===== config.mk =====
export PLATFORM = sky130hd
export DESIGN_NAME = dshot_rx_flat
export DESIGN_NICKNAME = d
export VERILOG_FILES = /design/src/rtl/dshot_pkg.sv /design/src/rtl/dshot_rx_if.sv /design/src/rtl/dshot_rx_sync.sv /design/src/rtl/dshot_rx.sv /design/src/flat_wrapper.sv
export SDC_FILE = /design/constraint.sdc
export NUM_CORES = 1
export LEC_CHECK = 0
export ABC_AREA = 0
export CELL_PAD_IN_SITES_DETAIL_PLACEMENT = 1
export CELL_PAD_IN_SITES_GLOBAL_PLACEMENT = 2
export CORE_UTILIZATION = 25
export DETAILED_ROUTE_END_ITERATION = 8
export PLACE_DENSITY = 0.6
export SYNTH_ARGS = -nofsm -noshare
export SYNTH_HDL_FRONTEND = slang
export SYNTH_SLANG_ARGS = --single-unit

===== constraint.sdc =====
create_clock -name clock -period 5.1 [get_ports clock]
set_clock_uncertainty 0.1 [all_clocks]
set_input_delay 0.51 -clock clock [delete_from_list [all_inputs] [get_ports clock]]
set_output_delay 0.51 -clock clock [all_outputs]
set_load 0.01 [all_outputs]

===== src/rtl/dshot_pkg.sv =====
// dshot_pkg
// Shared DShot definitions: frame geometry, receiver state encoding and the
// 4-bit frame checksum (shared with the packet encoder on the transmit side).
// No ports.
package dshot_pkg;

  localparam int DSHOT_FRAME_BITS = 16;
  localparam int DSHOT_CRC_BITS   = 4;
  localparam int DSHOT_CMD_BITS   = 11;

  typedef enum logic [1:0] {
    IDLE  = 2'd0,
    ARMED = 2'd1,
    HIGH  = 2'd2,
    LOW   = 2'd3
  } dshot_state_t;

  // XOR of the three nibbles of {command, telemetryReq}.
  function automatic logic [DSHOT_CRC_BITS-1:0] dshot_crc(input logic [11:0] d);
    return d[11:8] ^ d[7:4] ^ d[3:0];
  endfunction

endpackage


===== src/rtl/dshot_rx_if.sv =====
// dshot_rx_if
// Line input and decoded-frame outputs of the DShot receiver.
//   rxIn          raw DShot line (driven by master)
//   packet        last good frame {command, telemetryReq, crc}
//   command       packet[15:5]
//   telemetryReq  packet[4]
//   valid         1-cycle pulse, good frame latched
//   crcError      1-cycle pulse, 16 bits received with bad checksum
//   frameError    1-cycle pulse, malformed/partial frame discarded
//   busy          frame reception in progress
// Modports: master = line driver / frame consumer, slave = receiver.
interface dshot_rx_if;
  import dshot_pkg::*;

  logic                        rxIn;
  logic [DSHOT_FRAME_BITS-1:0] packet;
  logic [DSHOT_CMD_BITS-1:0]   command;
  logic                        telemetryReq;
  logic                        valid;
  logic                        crcError;
  logic                        frameError;
  logic                        busy;

  modport master (
    output rxIn,
    input  packet, command, telemetryReq, valid, crcError, frameError, busy
  );

  modport slave (
    input  rxIn,
    output packet, command, telemetryReq, valid, crcError, frameError, busy
  );

endinterface


===== src/rtl/dshot_rx_sync.sv =====
// dshot_rx_sync
// Brings the asynchronous DShot line into the clock domain and detects edges.
//   clock    system clock, rising edge
//   reset_n  asynchronous active-low reset
//   rx_in    raw line
//   rx_s     synchronized line (2 cycles after the pin)
//   rise     rx_s went 0->1 this cycle
//   fall     rx_s went 1->0 this cycle
module dshot_rx_sync (
  input  logic clock,
  input  logic reset_n,
  input  logic rx_in,
  output logic rx_s,
  output logic rise,
  output logic fall
);

  logic meta_reg;
  logic sync_reg;
  logic prev_reg;

  always_ff @(posedge clock or negedge reset_n) begin
    if (!reset_n) begin
      meta_reg <= 1'b0;
      sync_reg <= 1'b0;
      prev_reg <= 1'b0;
    end else begin
      meta_reg <= rx_in;
      sync_reg <= meta_reg;
      prev_reg <= sync_reg;
    end
  end

  assign rx_s = sync_reg;
  assign rise = sync_reg & ~prev_reg;
  assign fall = ~sync_reg & prev_reg;

endmodule


===== src/rtl/dshot_rx.sv =====
// dshot_rx
// DShot frame receiver: classifies each bit by its high time, assembles 16
// bits MSB first, checks the nibble-XOR checksum and latches good frames.
//   clock    system clock, rising edge
//   reset_n  asynchronous active-low reset
//   bus      dshot_rx_if.slave (rxIn in; packet/command/telemetryReq,
//            valid/crcError/frameError strobes and busy out)
module dshot_rx
  import dshot_pkg::*;
#(
  parameter int CLKS_PER_BIT   = 16,
  parameter int MIN_HIGH_CLKS  = CLKS_PER_BIT / 8,
  parameter int FRAME_GAP_CLKS = 2 * CLKS_PER_BIT
) (
  input  logic       clock,
  input  logic       reset_n,
  dshot_rx_if.slave  bus
);

  localparam int CW = $clog2(FRAME_GAP_CLKS + 1);
  localparam logic [CW-1:0] ONE_C    = CW'(1);
  localparam logic [CW-1:0] MIN_C    = CW'(MIN_HIGH_CLKS);
  localparam logic [CW-1:0] HALF_C   = CW'(CLKS_PER_BIT / 2);
  localparam logic [CW-1:0] BIT_C    = CW'(CLKS_PER_BIT);
  localparam logic [CW-1:0] GAP_C    = CW'(FRAME_GAP_CLKS);
  localparam logic [CW-1:0] GAP_M1_C = CW'(FRAME_GAP_CLKS - 1);
  localparam logic [4:0]    LAST_BIT = 5'(DSHOT_FRAME_BITS - 1);

  logic rx_s, rise, fall;

  dshot_rx_sync u_sync (
    .clock   (clock),
    .reset_n (reset_n),
    .rx_in   (bus.rxIn),
    .rx_s    (rx_s),
    .rise    (rise),
    .fall    (fall)
  );

  dshot_state_t                state_reg;
  logic [CW-1:0]               cnt_reg;
  logic [CW-1:0]               low_hold_reg;   // low count at the last rise, restored after a glitch
  logic [4:0]                  bit_cnt_reg;
  logic [DSHOT_FRAME_BITS-1:0] shift_reg;
  logic [DSHOT_FRAME_BITS-1:0] packet_reg;
  logic                        valid_reg;
  logic                        crc_err_reg;
  logic                        frame_err_reg;

  logic [CW-1:0]               cnt_inc;
  logic [CW:0]                 glitch_sum;
  logic [CW-1:0]               glitch_cnt;
  logic [DSHOT_FRAME_BITS-1:0] shift_next;
  logic                        crc_ok;

  always_comb begin
    cnt_inc    = (cnt_reg >= GAP_C) ? GAP_C : cnt_reg + ONE_C;
    // A rejected spike counts as low time so the frame gap timer keeps running.
    glitch_sum = {1'b0, low_hold_reg} + {1'b0, cnt_reg} + {1'b0, ONE_C};
    glitch_cnt = (glitch_sum >= {1'b0, GAP_C}) ? GAP_C : glitch_sum[CW-1:0];
    shift_next = {shift_reg[DSHOT_FRAME_BITS-2:0], (cnt_reg > HALF_C)};
    crc_ok     = (dshot_crc(shift_next[15:4]) == shift_next[3:0]);
  end

  always_ff @(posedge clock or negedge reset_n) begin
    if (!reset_n) begin
      state_reg     <= IDLE;
      cnt_reg       <= '0;
      low_hold_reg  <= '0;
      bit_cnt_reg   <= '0;
      shift_reg     <= '0;
      packet_reg    <= '0;
      valid_reg     <= 1'b0;
      crc_err_reg   <= 1'b0;
      frame_err_reg <= 1'b0;
    end else begin
      valid_reg     <= 1'b0;
      crc_err_reg   <= 1'b0;
      frame_err_reg <= 1'b0;
      case (state_reg)
        // Wait for a full frame gap so reception never starts mid-frame.
        IDLE: begin
          bit_cnt_reg <= '0;
          if (rx_s) begin
            cnt_reg <= '0;
          end else if (cnt_reg >= GAP_M1_C) begin
            cnt_reg   <= '0;
            state_reg <= ARMED;
          end else begin
            cnt_reg <= cnt_inc;
          end
        end
        ARMED: begin
          bit_cnt_reg <= '0;
          if (rise) begin
            cnt_reg   <= ONE_C;
            state_reg <= HIGH;
          end
        end
        HIGH: begin
          if (fall) begin
            if (cnt_reg < MIN_C) begin
              if (bit_cnt_reg == 5'd0) begin
                cnt_reg   <= '0;
                state_reg <= ARMED;
              end else begin
                cnt_reg   <= glitch_cnt;
                state_reg <= LOW;
              end
            end else begin
              shift_reg   <= shift_next;
              bit_cnt_reg <= bit_cnt_reg + 5'd1;
              cnt_reg     <= ONE_C;
              if (bit_cnt_reg == LAST_BIT) begin
                state_reg <= IDLE;
                if (crc_ok) begin
                  packet_reg <= shift_next;
                  valid_reg  <= 1'b1;
                end else begin
                  crc_err_reg <= 1'b1;
                end
              end else begin
                state_reg <= LOW;
              end
            end
          end else if (cnt_reg >= BIT_C) begin
            // Line held high longer than a whole bit period.
            frame_err_reg <= 1'b1;
            cnt_reg       <= '0;
            state_reg     <= IDLE;
          end else begin
            cnt_reg <= cnt_inc;
          end
        end
        LOW: begin
          if (rise) begin
            low_hold_reg <= cnt_reg;
            cnt_reg      <= ONE_C;
            state_reg    <= HIGH;
          end else if (cnt_inc >= GAP_C && bit_cnt_reg != 5'd0 &&
                       bit_cnt_reg <= LAST_BIT) begin
            frame_err_reg <= 1'b1;
            cnt_reg       <= '0;
            bit_cnt_reg   <= '0;
            state_reg     <= ARMED;
          end else begin
            cnt_reg <= cnt_inc;
          end
        end
        default: begin
          cnt_reg   <= '0;
          state_reg <= IDLE;
        end
      endcase
    end
  end

  assign bus.packet       = packet_reg;
  assign bus.command      = packet_reg[15:5];
  assign bus.telemetryReq = packet_reg[4];
  assign bus.valid        = valid_reg;
  assign bus.crcError     = crc_err_reg;
  assign bus.frameError   = frame_err_reg;
  assign bus.busy         = (state_reg == HIGH) || (state_reg == LOW);

endmodule


===== src/flat_wrapper.sv =====
// flat-port wrapper written by rule: the top's interface ports become plain ports
module dshot_rx_flat import dshot_pkg::*;
#(
  parameter int CLKS_PER_BIT   = 16,
  parameter int MIN_HIGH_CLKS  = CLKS_PER_BIT / 8,
  parameter int FRAME_GAP_CLKS = 2 * CLKS_PER_BIT
)
  (clock, reset_n, bus_rxIn, bus_packet, bus_command, bus_telemetryReq, bus_valid, bus_crcError, bus_frameError, bus_busy);
  dshot_rx_if bus_i ();
  input  logic clock;
  input  logic reset_n;
  input wire logic [$bits(bus_i.rxIn)-1:0] bus_rxIn;
  output wire logic [$bits(bus_i.packet)-1:0] bus_packet;
  output wire logic [$bits(bus_i.command)-1:0] bus_command;
  output wire logic [$bits(bus_i.telemetryReq)-1:0] bus_telemetryReq;
  output wire logic [$bits(bus_i.valid)-1:0] bus_valid;
  output wire logic [$bits(bus_i.crcError)-1:0] bus_crcError;
  output wire logic [$bits(bus_i.frameError)-1:0] bus_frameError;
  output wire logic [$bits(bus_i.busy)-1:0] bus_busy;
  assign bus_i.rxIn = bus_rxIn;
  assign bus_packet = bus_i.packet;
  assign bus_command = bus_i.command;
  assign bus_telemetryReq = bus_i.telemetryReq;
  assign bus_valid = bus_i.valid;
  assign bus_crcError = bus_i.crcError;
  assign bus_frameError = bus_i.frameError;
  assign bus_busy = bus_i.busy;
  dshot_rx #(.CLKS_PER_BIT(CLKS_PER_BIT), .MIN_HIGH_CLKS(MIN_HIGH_CLKS), .FRAME_GAP_CLKS(FRAME_GAP_CLKS)) u_core (.clock(clock), .reset_n(reset_n), .bus(bus_i));
endmodule

==> qor.txt <==
WL per Instance: 16.4 um
Critical Path Max Stage Delay: 0.77 ns
HP Class: in -> async
Post-layout nets: 328
antenna violations before repair: 0
RSZ-0062 raised after global routing: no
Hold Buf Count CTS: 0
cell family with most CP delay: simple AND/OR/NAND/NOR gates
core area: 12600 um2
Max-cap violations: 0
first-pass GRT wire length: 13.4 mm
CTS Buffer Depth: 2
Max Clk Rate: 309 MHz
Leakage: 1.67 nW
Max Slew Vio Count: 0
Buffers on Ports: 34
cells resized by post-CTS repair: 0
gpl congestion: 0.869
worst-margin pin slew: 0.871 ns
clock root buffer: clkbuf_16
largest net degree at the start of global routing: 57
DIE WIDTH: 115 um
CP max stage cell: or4_1
row count: 41
Final Hold Viols: 0
Critical Path End Type: flop
Mapped Nets: 309
ys async rst share: 100%
DRC: 0
Setup TNS Final: 0 ns
share of layout cells above drive strength 1: 15.6%
reg2reg setup slack: 1.87 ns
Place WS: 1.88 ns
Design Area, Final: 3760 um2
Avg Cell Area, Syn: 10.9 um2
Synth Cell Area: 3210 um2
top_reg_cell synth: dfrtp_1
hold slack: 0.256 ns
outcome: finished, final reports clean
H-Tree Depth: 2
Synth Instances: 294
diode count: 0
register bit count reported by yosys: 56
Cell variety after synth: 61
chip height: 115 um
Final Instance Count excl. Fillers: 486
data arrival time of the critical path: 3.33 ns
crit-path cells: nor4_1 -> nand2_1 -> nand2_1 -> or4_1 -> mux2_2
Post-DP HPWL: 5.80 mm
layout overhead on the synthesized area: 17.1%
Initial Util: 25.5%
placed insts: 478
Post-synth EDFFs: 0
Placed Instance Area: 3600 um2
postcts setup bufs: 0
Die Footprint: 13300 um2
Syn. warnings: 0
Pre-antenna DRT Iters: 4
DRT Wirelength: 7.98 mm
final setup fails: 0
vias in the first global route: 2407
Critical Path Start Type: flop
CP required: 5.19 ns
grt ovf: 0
Clock Sink Count: 56
period utilisation layout: 63.4%
CTS buffer count: 5
Cell Pwr Density: 230 nW/um2
post-route ant nets: 0
CP Buf/Inv Count: 0
Vias/cell: 4.78
CP most frequent cell: nand2_1
fin crit period: 3.23 ns
proportion of synthesized chip area in sequential cells: 43.7%
post-route setup slack: 1.87 ns
clk_lat worst skew: 0.30 ns
Worst VDD drop: 0.128 mV
max reg flops: 16
IO Count: 35
all-layer global routing usage: 13.3%
Worst Path Class, Setup: reg -> reg
routed via count: 2321
initial DRC count: 83
slew margin rel.: 42.0%
crit path max fanout: 16
clock-pin slew on the worst setup and hold paths: 0.08 ns
CTS tree: built
==> layer usage <==
metal,GRT usage (%),routed length [um],part of all wire (%),up-vias
met3,2.42,266,3.3,10
li1,-,-,-,1115
met1,18.2,3940,49,1144
met5,0,0,0,-
met2,20.9,3630,45,52
met4,5.02,144,1.8,0
==> kinds of logic after synthesis <==
group | synth area share (%)
DFF | 43.7
adders and majority gates | 4.91
and+or+nand+nor | 12.8
buffers and inverters | 6.36
xor gates and xnor gates | 4.25
AOI/OAI and AO/OA | 14.9
muxes | 13.1
==> where the power goes <==
part | switching, mW | leakage, nW | internal, mW
registers | 0.00777 | 0.773 | 0.447
logic | 0.0287 | 0.829 | 0.0131
clock network | 0.182 | 0.0719 | 0.187
total | 0.218 | 1.67 | 0.647
==> cell usage in the layout (no fill, tap or decap), types with 5 or more instances in the layout <==
master,count
a21oi_1,11
a31oi_1,6
and3_1,6
clkbuf_16,5
clkdlybuf4s50_1,33
dfrtp_1,56
ha_1,11
inv_1,9
mux2_2,24
mux2_4,10
nand2_1,12
nand3_1,8
nor2_1,16
nor3_1,7
o21ai_0,15
xnor2_1,10
==> area by class of cell <==
type / count / area [um2]
inverter: 11 / 41.3
tap: 172 / 215
sequential: 56 / 1400
clock buffer: 5 / 125
timing repair buffer: 35 / 343
multi-input combinational: 204 / 1600
clock inverter: 3 / 27.5
fill: 1426 / 8810
==> per-stage QoR <==
step,power (mW),util (%)
floorplan,0.487,-
global placement,0.507,28.7
detailed placement,0.506,28.7
CTS,0.883,29.9
global route,0.909,29.9
finish,0.865,29.9
==> cells in the mapped netlist (all sizes together) (3+ instances only) <==
| cell | number | area share, % |
|---|---|---|
| o21ai | 15 | 2.3 |
| dfrtp | 56 | 44 |
| clkbuf | 7 | 0.82 |
| nand3 | 8 | 1.2 |
| a41oi | 3 | 0.82 |
| a31oi | 6 | 1.2 |
| xor2 | 3 | 0.82 |
| nor2b | 4 | 0.78 |
| a21o | 3 | 0.70 |
| a21oi | 12 | 2.0 |
| nand2 | 12 | 1.4 |
| ha | 11 | 4.3 |
| o31ai | 5 | 1.6 |
| and3 | 7 | 1.4 |
| nor2 | 16 | 1.9 |
| mux2 | 34 | 13 |
| nor3 | 7 | 1.1 |
| xnor2 | 10 | 2.7 |
| buf | 16 | 4.3 |
| inv | 9 | 1.1 |
| nand2b | 4 | 0.78 |
==> final timing paths <==
path | depth (start not counted) | startpoint | end
max reg2reg | 5 | u_core.cnt_reg[2] | u_core.bus.packet[8]
min reg2reg | 0 | u_core.u_sync.meta_reg | u_core.u_sync.rx_s
max | 5 | u_core.cnt_reg[2] | u_core.bus.packet[8]
min in group clock | 0 | u_core.u_sync.meta_reg | u_core.u_sync.rx_s
min | 2 | reset_n | u_core.bus.packet[15]
max in group asynchronous | 2 | reset_n | u_core.shift_reg[2]
No activity file was read; power rests on OpenSTA's default activity.
==> RTL edit: new RTL, same settings <==
Make the reset (`reset_n`) synchronous in 2 clocked blocks. Comments in the files are not updated.
--- a/src/rtl/dshot_rx_sync.sv
+++ b/src/rtl/dshot_rx_sync.sv
@@ -19,7 +19,7 @@
   logic sync_reg;
   logic prev_reg;
 
-  always_ff @(posedge clock or negedge reset_n) begin
+  always_ff @(posedge clock) begin
     if (!reset_n) begin
       meta_reg <= 1'b0;
       sync_reg <= 1'b0;
--- a/src/rtl/dshot_rx.sv
+++ b/src/rtl/dshot_rx.sv
@@ -62,7 +62,7 @@
     crc_ok     = (dshot_crc(shift_next[15:4]) == shift_next[3:0]);
   end
 
-  always_ff @(posedge clock or negedge reset_n) begin
+  always_ff @(posedge clock) begin
     if (!reset_n) begin
       state_reg     <= IDLE;
       cnt_reg       <= '0;
Check against the original RTL: no difference found for any inputs over 10 cycles, from zero or initial values and one cycle with reset_n low; that may be too few to reach the edited logic, so the function may still have changed.
==> RTL edit against the original RTL <==
The run now ends with DRC left. Sequential share of layout area fell by 5.4 points. Design area fell by 6.4%. Power rose by 8.5%. Sequential cell count did not move. Wire length fell by 5.6%. Critical path depth rose by 4. Synthesized area fell by 7.3%. Global-route usage fell by 0.23 points. Clock power rose by 8.4%. Via count rose by 2.8%. Worst setup slack improved by 0.44 ns. Critical endpoint is now u_core.cnt_reg[4].
==> RTL edit: results (changes against the original RTL) <==
Detailed routing
  – Vias per cell: 4.810 (+0.73%)
  – Wirelength, routed: 7.531 mm (-5.6%)
  – Drc violations: 2 (+2)
  – DR pass1 iterations: 6 (+2)

Run status
  – Failing checks: DRC
  – Outcome: complete, but fails checks

Global route
  – First-pass GRT wire length: 12.94 mm (-3.5%)
  – Largest net degree at the start of global routing: 43 (-25%)
  – Vias in the first global route: 2530 (+5.1%)

Min path
  – Hold crit path type: reg -> reg

Worst setup path
  – Reg2Reg Setup Slack: 2.30 ns (+0.44 ns)
  – Reg-to-reg endpoint: u_core.cnt_reg[4]
  – Reg2Reg Launch Point: u_core.cnt_reg[0]
  – Worst Path Max Fanout: 8 (-8)
  – Reg2reg path depth: 9 (+4)
  – CP max stage delay: 0.45 ns (-0.32 ns)
  – Slowest CP cell: fa_1

Synthesis
  – Register area share after synthesis: 37.68% (-6.0 points)
  – Post-synth cell types: 60 (-1.6%)
  – Commonest cells post-synth: 56 x dfxtp_1, 55 x nor2_1, 34 x mux2i_1
  – Net Count, Synth: 350 (+13%)

Place
  – GP Congestion: 0.7448 (-14%)
  – Dpl hpwl: 5.292 mm (-8.7%)

Power
  – Max VDD drop: 102.8 µV (-19%)

Cells and area
  – Ratio of cells with drive above 1 in the final layout: 7.082% (-8.5 points)
==> RTL edit: cell type report <==
cell class              count  area, µm²
inverters                  13      48.80
repair buffers             37      362.8
well taps                 143      178.9
clock buffers               6      128.9
multi-input cells         239       1635
fillers                  1360       8001
flip-flops and latches     56       1121
clock inverters             2      38.79
==> RTL edit: logic make-up after synthesis <==
kind of cell	share of synthesized area, %
adders and majority gates	5.299
xor gates and xnor gates	4.121
and+or+nand+nor	20.77
AOI/OAI and AO/OA	12.66
buffers and inverters	7.653
muxes	11.82
DFF	37.68
==> RTL edit: power by group through the flow <==
stage,sequential [mW],clock (mW),combinational (mW)
after CTS,0.456,0.419,0.0840
final,0.456,0.400,0.0832
after global routing,0.458,0.432,0.0927
after global placement,0.465,0,0.0849
after detailed placement,0.466,0,0.0834
after floorplan,0.461,0,0.0631
==> RTL edit: worst max path at each step <==
stage / start / slack, ns / depth (start not counted) / end
after global placement: u_core.state_reg[1] / 2.37 / 6 / u_core.bus.packet[14]
after detailed placement: u_core.cnt_reg[0] / 2.33 / 9 / u_core.cnt_reg[4]
final: u_core.cnt_reg[0] / 2.30 / 9 / u_core.cnt_reg[4]
after floorplan: u_core.cnt_reg[0] / 2.65 / 9 / u_core.cnt_reg[4]
after CTS: u_core.cnt_reg[0] / 2.31 / 9 / u_core.cnt_reg[4]
after global routing: u_core.cnt_reg[0] / 2.01 / 9 / u_core.cnt_reg[4]
==> RTL edit: routing by layer <==
metal / vias to the layer above / share of wire (%) / GRT usage [%] / routed length (µm)
met3: 8 / 2.5 / 2.843 / 186
met1: 1162 / 51 / 17.28 / 3830
met4: 0 / 1.5 / 4.595 / 112
met2: 34 / 45 / 20.92 / 3401
li1: 1182 / - / - / -
met5: - / 0 / 0 / 0
==> RTL edit: worst max-delay path: cells and delay by family (launching register included) <==
family | cells | cell delay, ns
flip-flops | 1 | 0.39
adder cells (fa/ha/maj) | 2 | 0.62
multiplexers | 1 | 0.44
buffers and inverters | 2 | 0.19
AO/OA/AOI/OAI | 4 | 0.96
==> RTL edit: stage by stage <==
stage	std cells	util [%]	instance area (µm²)	total power, mW	setup WS, ns
after global placement	488	29.06	3347	0.5504	2.371
after CTS	496	30.52	3515	0.9589	2.309
after global routing	496	30.52	3515	0.9826	2.009
final	496	30.52	3515	0.9389	2.303
after floorplan	335	-	2975	0.5237	2.653
after detailed placement	488	29.06	3347	0.5494	2.333
